File: src/rtl/bar_peak_decay_if.sv
// Update/readback bus between the bar normaliser, bar_peak_decay and the display renderer.
// master = producer/renderer side, slave = bar_peak_decay.
interface bar_peak_decay_if #(
  parameter int unsigned BwBar  = 7,
  parameter int unsigned BwAddr = 5
);
  logic              Start;
  logic [BwAddr-1:0] Addr;
  logic [BwBar-1:0]  In;
  logic              Clear;
  logic              Busy;
  logic              End;
  logic [BwBar-1:0]  Level;
  logic [BwBar-1:0]  Peak;
  logic [BwAddr-1:0] Rd_Addr;
  logic [BwBar-1:0]  Rd_Level;
  logic [BwBar-1:0]  Rd_Peak;

  modport master (
    output Start, Addr, In, Clear, Rd_Addr,
    input  Busy, End, Level, Peak, Rd_Level, Rd_Peak
  );

  modport slave (
    input  Start, Addr, In, Clear, Rd_Addr,
    output Busy, End, Level, Peak, Rd_Level, Rd_Peak
  );
endinterface

File: src/rtl/bar_peak_decay.sv
// Per-bin bar level decay and peak-hold with a registered display read port.
// Optional feature macro: PEAK_HOLD_EN (peak[]/hold[] storage; otherwise Peak mirrors Level).
module bar_peak_decay #(
  parameter int unsigned BwBar      = 7,
  parameter int unsigned BwAddr     = 5,
  parameter int unsigned NBins      = 32,
  parameter int unsigned BarMax     = 96,
  parameter int unsigned DecayStep  = 2,
  parameter int unsigned HoldFrames = 8
) (
  input  logic           Clock,
  input  logic           Reset,
  bar_peak_decay_if.slave bus
);

  localparam int unsigned Aw = BwBar + 1;

  typedef enum logic [1:0] {IDLE, CALC, DONE, CLR} state_t;

  state_t            state;
  logic [BwBar-1:0]  xQ;
  logic [BwAddr-1:0] addrQ;
  logic [BwAddr-1:0] clrCnt;
  logic [BwBar-1:0]  levelMem [NBins];

  logic             addrOk_c;
  logic             rdOk_c;
  logic [BwBar-1:0] xClamp_c;
  logic [Aw-1:0]    xExt_c;
  logic [Aw-1:0]    oldLevel_c;
  logic [Aw-1:0]    decayed_c;
  logic [Aw-1:0]    levelNew_c;
  logic [Aw-1:0]    peakNew_c;

  assign addrOk_c = 32'(addrQ) < NBins;
  assign rdOk_c   = 32'(bus.Rd_Addr) < NBins;
  assign xClamp_c = (32'(bus.In) > BarMax) ? BwBar'(BarMax) : bus.In;
  assign xExt_c   = Aw'(xQ);

  // Level decays by DecayStep but never drops below the fresh input.
  always_comb begin
    oldLevel_c = '0;
    if (addrOk_c) oldLevel_c = Aw'(levelMem[addrQ]);
    decayed_c  = (oldLevel_c >= Aw'(DecayStep)) ? oldLevel_c - Aw'(DecayStep) : '0;
    levelNew_c = (xExt_c >= decayed_c) ? xExt_c : decayed_c;
  end

`ifdef PEAK_HOLD_EN
  localparam int unsigned Hw = $clog2(HoldFrames + 1);

  logic [BwBar-1:0] peakMem [NBins];
  logic [Hw-1:0]    holdMem [NBins];
  logic [Aw-1:0]    oldPeak_c;
  logic [Aw-1:0]    peakDec_c;
  logic [Hw-1:0]    oldHold_c;
  logic [Hw-1:0]    holdNew_c;

  // New peak re-arms the hold timer; once expired the peak falls by one, never below level.
  always_comb begin
    oldPeak_c = '0;
    oldHold_c = '0;
    if (addrOk_c) begin
      oldPeak_c = Aw'(peakMem[addrQ]);
      oldHold_c = holdMem[addrQ];
    end
    peakDec_c = (oldPeak_c != '0) ? oldPeak_c - Aw'(1) : '0;
    if (xExt_c >= oldPeak_c) begin
      peakNew_c = xExt_c;
      holdNew_c = Hw'(HoldFrames);
    end else if (oldHold_c != '0) begin
      peakNew_c = oldPeak_c;
      holdNew_c = oldHold_c - Hw'(1);
    end else begin
      peakNew_c = (levelNew_c >= peakDec_c) ? levelNew_c : peakDec_c;
      holdNew_c = '0;
    end
  end
`else
  localparam int unsigned unusedHoldFrames = HoldFrames;

  assign peakNew_c = levelNew_c;
`endif

  // Control FSM, bin storage, result registers and the display read port.
  always_ff @(posedge Clock or negedge Reset) begin
    if (!Reset) begin
      state        <= IDLE;
      xQ           <= '0;
      addrQ        <= '0;
      clrCnt       <= '0;
      bus.Busy     <= 1'b0;
      bus.End      <= 1'b0;
      bus.Level    <= '0;
      bus.Peak     <= '0;
      bus.Rd_Level <= '0;
      bus.Rd_Peak  <= '0;
      for (int i = 0; i < NBins; i++) begin
        levelMem[i] <= '0;
`ifdef PEAK_HOLD_EN
        peakMem[i]  <= '0;
        holdMem[i]  <= '0;
`endif
      end
    end else begin
      bus.End      <= 1'b0;
      bus.Rd_Level <= rdOk_c ? levelMem[bus.Rd_Addr] : '0;
`ifdef PEAK_HOLD_EN
      bus.Rd_Peak  <= rdOk_c ? peakMem[bus.Rd_Addr] : '0;
`else
      bus.Rd_Peak  <= rdOk_c ? levelMem[bus.Rd_Addr] : '0;
`endif

      case (state)
        IDLE: begin
          if (bus.Clear) begin
            clrCnt   <= '0;
            bus.Busy <= 1'b1;
            state    <= CLR;
          end else if (bus.Start) begin
            xQ       <= xClamp_c;
            addrQ    <= bus.Addr;
            bus.Busy <= 1'b1;
            state    <= CALC;
          end
        end
        CALC: begin
          if (addrOk_c) begin
            levelMem[addrQ] <= BwBar'(levelNew_c);
`ifdef PEAK_HOLD_EN
            peakMem[addrQ]  <= BwBar'(peakNew_c);
            holdMem[addrQ]  <= holdNew_c;
`endif
            bus.Level <= BwBar'(levelNew_c);
            bus.Peak  <= BwBar'(peakNew_c);
          end else begin
            bus.Level <= '0;
            bus.Peak  <= '0;
          end
          bus.End <= 1'b1;
          state   <= DONE;
        end
        DONE: begin
          bus.Busy <= 1'b0;
          state    <= IDLE;
        end
        CLR: begin
          levelMem[clrCnt] <= '0;
`ifdef PEAK_HOLD_EN
          peakMem[clrCnt]  <= '0;
          holdMem[clrCnt]  <= '0;
`endif
          if (clrCnt == BwAddr'(NBins - 1)) begin
            bus.Busy <= 1'b0;
            state    <= IDLE;
          end else begin
            clrCnt <= clrCnt + BwAddr'(1);
          end
        end
        default: state <= IDLE;
      endcase
    end
  end

endmodule
File: src/flat_wrapper.sv
// flat-port wrapper written by rule: the top's interface ports become plain ports
module bar_peak_decay_flat 
#(
  parameter int unsigned BwBar      = 7,
  parameter int unsigned BwAddr     = 5,
  parameter int unsigned NBins      = 32,
  parameter int unsigned BarMax     = 96,
  parameter int unsigned DecayStep  = 2,
  parameter int unsigned HoldFrames = 8
)
  (Clock, Reset, bus_Start, bus_Addr, bus_In, bus_Clear, bus_Rd_Addr, bus_Busy, bus_End, bus_Level, bus_Peak, bus_Rd_Level, bus_Rd_Peak);
  bar_peak_decay_if #(.BwBar(BwBar), .BwAddr(BwAddr)) bus_i ();
  input  logic Clock;
  input  logic Reset;
  input wire logic [$bits(bus_i.Start)-1:0] bus_Start;
  input wire logic [$bits(bus_i.Addr)-1:0] bus_Addr;
  input wire logic [$bits(bus_i.In)-1:0] bus_In;
  input wire logic [$bits(bus_i.Clear)-1:0] bus_Clear;
  input wire logic [$bits(bus_i.Rd_Addr)-1:0] bus_Rd_Addr;
  output wire logic [$bits(bus_i.Busy)-1:0] bus_Busy;
  output wire logic [$bits(bus_i.End)-1:0] bus_End;
  output wire logic [$bits(bus_i.Level)-1:0] bus_Level;
  output wire logic [$bits(bus_i.Peak)-1:0] bus_Peak;
  output wire logic [$bits(bus_i.Rd_Level)-1:0] bus_Rd_Level;
  output wire logic [$bits(bus_i.Rd_Peak)-1:0] bus_Rd_Peak;
  assign bus_i.Start = bus_Start;
  assign bus_i.Addr = bus_Addr;
  assign bus_i.In = bus_In;
  assign bus_i.Clear = bus_Clear;
  assign bus_i.Rd_Addr = bus_Rd_Addr;
  assign bus_Busy = bus_i.Busy;
  assign bus_End = bus_i.End;
  assign bus_Level = bus_i.Level;
  assign bus_Peak = bus_i.Peak;
  assign bus_Rd_Level = bus_i.Rd_Level;
  assign bus_Rd_Peak = bus_i.Rd_Peak;
  bar_peak_decay #(.BwBar(BwBar), .BwAddr(BwAddr), .NBins(NBins), .BarMax(BarMax), .DecayStep(DecayStep), .HoldFrames(HoldFrames)) u_core (.Clock(Clock), .Reset(Reset), .bus(bus_i));
endmodule
File: config.mk
export PLATFORM = sky130hd
export DESIGN_NAME = bar_peak_decay_flat
export DESIGN_NICKNAME = d
export VERILOG_FILES = /design/src/rtl/bar_peak_decay_if.sv /design/src/rtl/bar_peak_decay.sv /design/src/flat_wrapper.sv
export SDC_FILE = /design/constraint.sdc
export NUM_CORES = 1
export LEC_CHECK = 0
export BUFFER_PORTS_ARGS = -buffer_cell sky130_fd_sc_hd__buf_2
export CORE_MARGIN = 2
export CORE_UTILIZATION = 58
export CTS_CLUSTER_SIZE = 24
export DETAILED_ROUTE_END_ITERATION = 7
export PLACE_DENSITY_LB_ADDON = 0.08
export SLEW_MARGIN = 20
export SYNTH_ARGS = -nofsm -noshare
export SYNTH_HDL_FRONTEND = slang
export SYNTH_SLANG_ARGS = --single-unit
File: constraint.sdc
create_clock -name Clock -period 4.9 [get_ports Clock]
set_clock_uncertainty 0.2 [all_clocks]
set_input_delay 0.98 -clock Clock [delete_from_list [all_inputs] [get_ports Clock]]
set_output_delay 0.98 -clock Clock [all_outputs]
set_load 0.02 [all_outputs]
==> Implementation_results.wiki <==
{| class="wikitable"
! Metric !! Value
|-
| Outcome || finished clean
|-
| Finished Core Util || 0.662
|-
| I/O pin total || 51
|-
| Worst path cell trace || buf_4, or4_1, o22ai_1, nor4_1, and2_1, ha_1, buf_4, a21oi_1, a21oi_1, ha_1, a21o_1, a31o_4, buf_4, buf_12, o311ai_0
|-
| Ant. Diodes || 0
|-
| Number of enable-type register cells in the synthesized netlist || 0
|-
| Reg-to-Reg Start || u_core.addrQ[2]
|-
| Clk Tree Root Cell || sky130_fd_sc_hd__clkbuf_16
|-
| Total overflow reported by the global router || 0
|-
| Final cell count without fillers || 2,209
|-
| Share of synthesized registers carrying an async set or reset || 1.00
|-
| Worst-case setup margin in the final layout || 0.0588 ns
|-
| CP bufs+invs || 4
|-
| Syn Inst Count || 1,786
|-
| Logic gate share of total power || 0.627
|-
| Data arrival time at the worst-slack endpoint || 5.07 ns
|-
| Die Footprint || 31,500 µm²
|-
| Worst hold-check path type || in -> async
|-
| Pwr dens || 726 nW/µm²
|-
| Total via count after detailed routing || 16,544
|-
| Floorplan Core Area || 29,600 µm²
|-
| Setup repair after global routing missed its margin || yes
|-
| Number of max-cap violations || 0
|-
| CTS max path bufs || 3
|-
| Maximum fanout encountered on the critical timing path || 23
|-
| Number of vias per cell after detailed routing || 7.49
|-
| Critical-path cell with the highest stage delay || sky130_fd_sc_hd__or4_1
|-
| Clock Power Share || 0.164
|-
| Clock Sink Count || 259
|-
| Main area contributors after synthesis || sky130_fd_sc_hd__dfrtp_1 37%, sky130_fd_sc_hd__mux4_2 10%, sky130_fd_sc_hd__nand2_1 7.5%, sky130_fd_sc_hd__o211ai_2 6.1%, sky130_fd_sc_hd__nand4_1 5.8%
|-
| Detailed-router iteration count before antenna repair || 6
|-
| YS warnings || 0
|-
| Part of the cycle the worst path needs || 0.988
|-
| Initial Util || 0.589
|-
| List of most frequent post-synthesis cells || 347 x sky130_fd_sc_hd__nand2_1, 259 x sky130_fd_sc_hd__dfrtp_1, 163 x sky130_fd_sc_hd__nand4_1
|-
| Pin count of the biggest net entering global routing || 113
|-
| Setup crit end kind || register
|-
| Primary flip-flop cell chosen by synthesis mapping || sky130_fd_sc_hd__dfrtp_1
|-
| Placer congestion estimate || 1.02
|-
| Area Overhead vs Synth || 12.4%
|-
| Final HPWL DP || 45.3 mm
|-
| # nets final || 1,828
|-
| Critical path launch point type || register
|-
| Clock transition at the registers of the reported paths || 0.06 ns
|-
| Post-route DRC violation count || 0
|-
| Worst slew margin relative to its limit || 0.272
|-
| Cell Rows || 63
|-
| Largest stage delay, worst path || 0.59 ns
|-
| Distinct cells, synth || 64
|-
| Count of final hold-check violations || 0
|-
| Number of nets produced by synthesis || 1,820
|-
| Data required, critical path || 5.13 ns
|-
| Design internal power || 0.00681 W
|-
| Clock tree from TritonCTS || built
|-
| Switching power summed over all nets || 0.00743 W
|-
| Final-layout setup total negative slack || 0 ns
|-
| Worst slack at placement || 0.0275 ns
|-
| Vert. Die Dim || 177 µm
|-
| Wire length of the first global-routing pass || 101 mm
|-
| Slew Limit Fails || 0
|-
| Post-placement cell count || 2,138
|-
| Cell Area, Synth || 17,400 µm²
|-
| Number of global-route vias before repair || 15,459
|-
| VDD IR-drop max || 1.16 mV
|-
| Number of antenna violations at the first check in global routing || 2
|-
| Synthesis-stage register bit count || 259
|-
| Number of violations reported at the end of detailed-routing iteration 0 || 2,274
|-
| Register area share after synthesis || 0.372
|-
| Switching portion of total power || 0.522
|-
| Global-route total usage across every layer || 0.431
|-
| Worst path top cell family by delay || compound AO/OA/AOI/OAI gates
|-
| Yosys top cell by area || sky130_fd_sc_hd__dfrtp_1
|-
| Ratio of cells with drive above 1 in the final layout || 0.246
|-
| Clock Latency Late Sink || 0.58 ns
|-
| Most repeated cell in the gate-level netlist after synthesis || sky130_fd_sc_hd__nand2_1
|-
| Die width || 177 µm
|-
| TritonCTS buffer count || 31
|-
| Share of power burned in registers || 0.209
|-
| PnR Total Power || 0.0142 W
|-
| DRT Wirelength || 68.0 mm
|-
| Final setup violation count || 0
|-
| Proportion of netlist area held by the largest area contributor || 0.372
|-
| FMAX || 207 MHz
|-
| Lkg Pwr || 7.90 nW
|-
| Mean area per synthesized cell || 9.77 µm²
|-
| Worst Setup Path Type || reg -> reg
|-
| Transition at the pin with the smallest max-transition slack || 1.09 ns
|-
| Fill cells || 2,406
|-
| Depth of the CTS H-tree || 1
|-
| Final antenna-violating net count || 0
|-
| Time the worst path needs with I/O delays and setup || 4.84 ns
|-
| Routed length per instance || 30.8 µm
|-
| Launching instance or port of the critical path || u_core.addrQ[2]
|-
| Dominant cell type by count on the critical path || sky130_fd_sc_hd__buf_4
|-
| Port Buffer Count || 50
|}
## state kept, by name (all words and copies together), names as in the netlist
register / count
u_core.clrCnt: 5
u_core.levelMem: 224
u_core.xQ: 7
u_core.bus.Rd_Level: 7
u_core.bus.Busy: 1
u_core.bus.End: 1
u_core.addrQ: 5
u_core.bus.Level: 7
u_core.state: 2
## layout make-up
cell class                 count  area [µm²]  share of cell area
multi-input combinational   1325       10100               0.513
sequential                   259        6490               0.331
timing repair buffer         173        1540              0.0786
clock buffer                  50         917              0.0468
tap                          390         488              0.0249
clock inverter                 8        93.8             0.00479
inverter                       4        15.0            0.000766
## layer usage
metal,GRT usage,share of wire,vias to the layer above
li1,-,-,6875
met1,0.615,0.39,8231
met2,0.615,0.42,1230
met3,0.131,0.14,206
met4,0.169,0.049,2
met5,0,0.00013,-
## power by group through the flow
stage	registers, W	logic (W)	clock network [W]
detailed placement	0.00296	0.00841	0
global placement	0.00295	0.00834	0
CTS	0.00293	0.00843	0.00233
global route	0.00301	0.00925	0.00242
floorplan	0.00281	0.00525	0
finish	0.00298	0.00893	0.00234
## per-stage QoR
| step | area, µm² | hold slack (ns) |
|---|---|---|
| 2_1_floorplan | 17400 | 0.260 |
| 3_3_place_gp | 18400 | 0.277 |
| 3_5_place_dp | 18400 | 0.286 |
| 4_1_cts | 19400 | 0.303 |
| 5_1_grt | 19600 | 0.331 |
| 6_report | 19600 | 0.296 |
## final timing paths
| path | endpoint | slack [ns] | cells after the start |
|---|---|---|---|
| setup reg to reg | u_core.levelMem[69] | 0.06 | 15 |
| setup / recovery | u_core.levelMem[69] | 0.06 | 15 |
| hold reg to reg | u_core.bus.Level[5] | 0.30 | 2 |
| min in group Clock | u_core.bus.Level[5] | 0.30 | 2 |
| hold / removal | u_core.levelMem[14] | 0.30 | 1 |
| max in group asynchronous | u_core.xQ[4] | 3.25 | 2 |
## cells by family after synthesis
| family | Yosys count | share of synthesized area |
|---|---|---|
| simple gates | 774 | 0.219 |
| compound gates | 346 | 0.174 |
| flops | 259 | 0.372 |
| buf+inv | 202 | 0.0575 |
| mux | 191 | 0.168 |
| fa+ha+maj | 13 | 0.00933 |
| xor+xnor | 1 | 0.000502 |
## cells in the final DEF (no fill, tap or decap), types with 4 or more instances in the layout
cell / Yosys / final
sky130_fd_sc_hd__nand4bb_1: 5 / 5
sky130_fd_sc_hd__buf_4: 25 / 96
sky130_fd_sc_hd__o41ai_1: 6 / 6
sky130_fd_sc_hd__nor4_1: 8 / 8
sky130_fd_sc_hd__nand3_1: 102 / 101
sky130_fd_sc_hd__clkbuf_1: 103 / 12
sky130_fd_sc_hd__clkbuf_16: 0 / 34
sky130_fd_sc_hd__mux2_2: 15 / 15
sky130_fd_sc_hd__mux2i_1: 96 / 86
sky130_fd_sc_hd__nand4_1: 163 / 163
sky130_fd_sc_hd__nand2b_1: 7 / 7
sky130_fd_sc_hd__nor2b_1: 4 / 4
sky130_fd_sc_hd__o22ai_1: 82 / 82
sky130_fd_sc_hd__and2_1: 12 / 12
sky130_fd_sc_hd__mux2i_2: 0 / 8
sky130_fd_sc_hd__a21oi_1: 12 / 12
sky130_fd_sc_hd__nand2_1: 347 / 347
sky130_fd_sc_hd__nand3b_1: 13 / 13
sky130_fd_sc_hd__o311ai_0: 28 / 28
sky130_fd_sc_hd__o211ai_1: 47 / 47
sky130_fd_sc_hd__or4_1: 5 / 4
sky130_fd_sc_hd__ha_1: 13 / 13
sky130_fd_sc_hd__nor2_1: 71 / 71
sky130_fd_sc_hd__buf_12: 0 / 22
sky130_fd_sc_hd__mux4_2: 80 / 80
sky130_fd_sc_hd__o31ai_2: 9 / 9
sky130_fd_sc_hd__buf_2: 25 / 48
sky130_fd_sc_hd__o21ai_0: 7 / 6
sky130_fd_sc_hd__o211ai_2: 85 / 85
sky130_fd_sc_hd__or3_1: 5 / 5
sky130_fd_sc_hd__o31ai_1: 53 / 53
sky130_fd_sc_hd__clkinv_2: 0 / 5
sky130_fd_sc_hd__clkbuf_8: 0 / 7
sky130_fd_sc_hd__dfrtp_1: 259 / 256
## what timing repair did
action | 4_1_cts | 5_1_grt
gates resized for setup | 0 | 19
endpoints found under the setup margin | 0 | 222
hold buffers | 0 | 0
buffers inserted | 0 | 10
No activity file was read; power rests on OpenSTA's default activity.
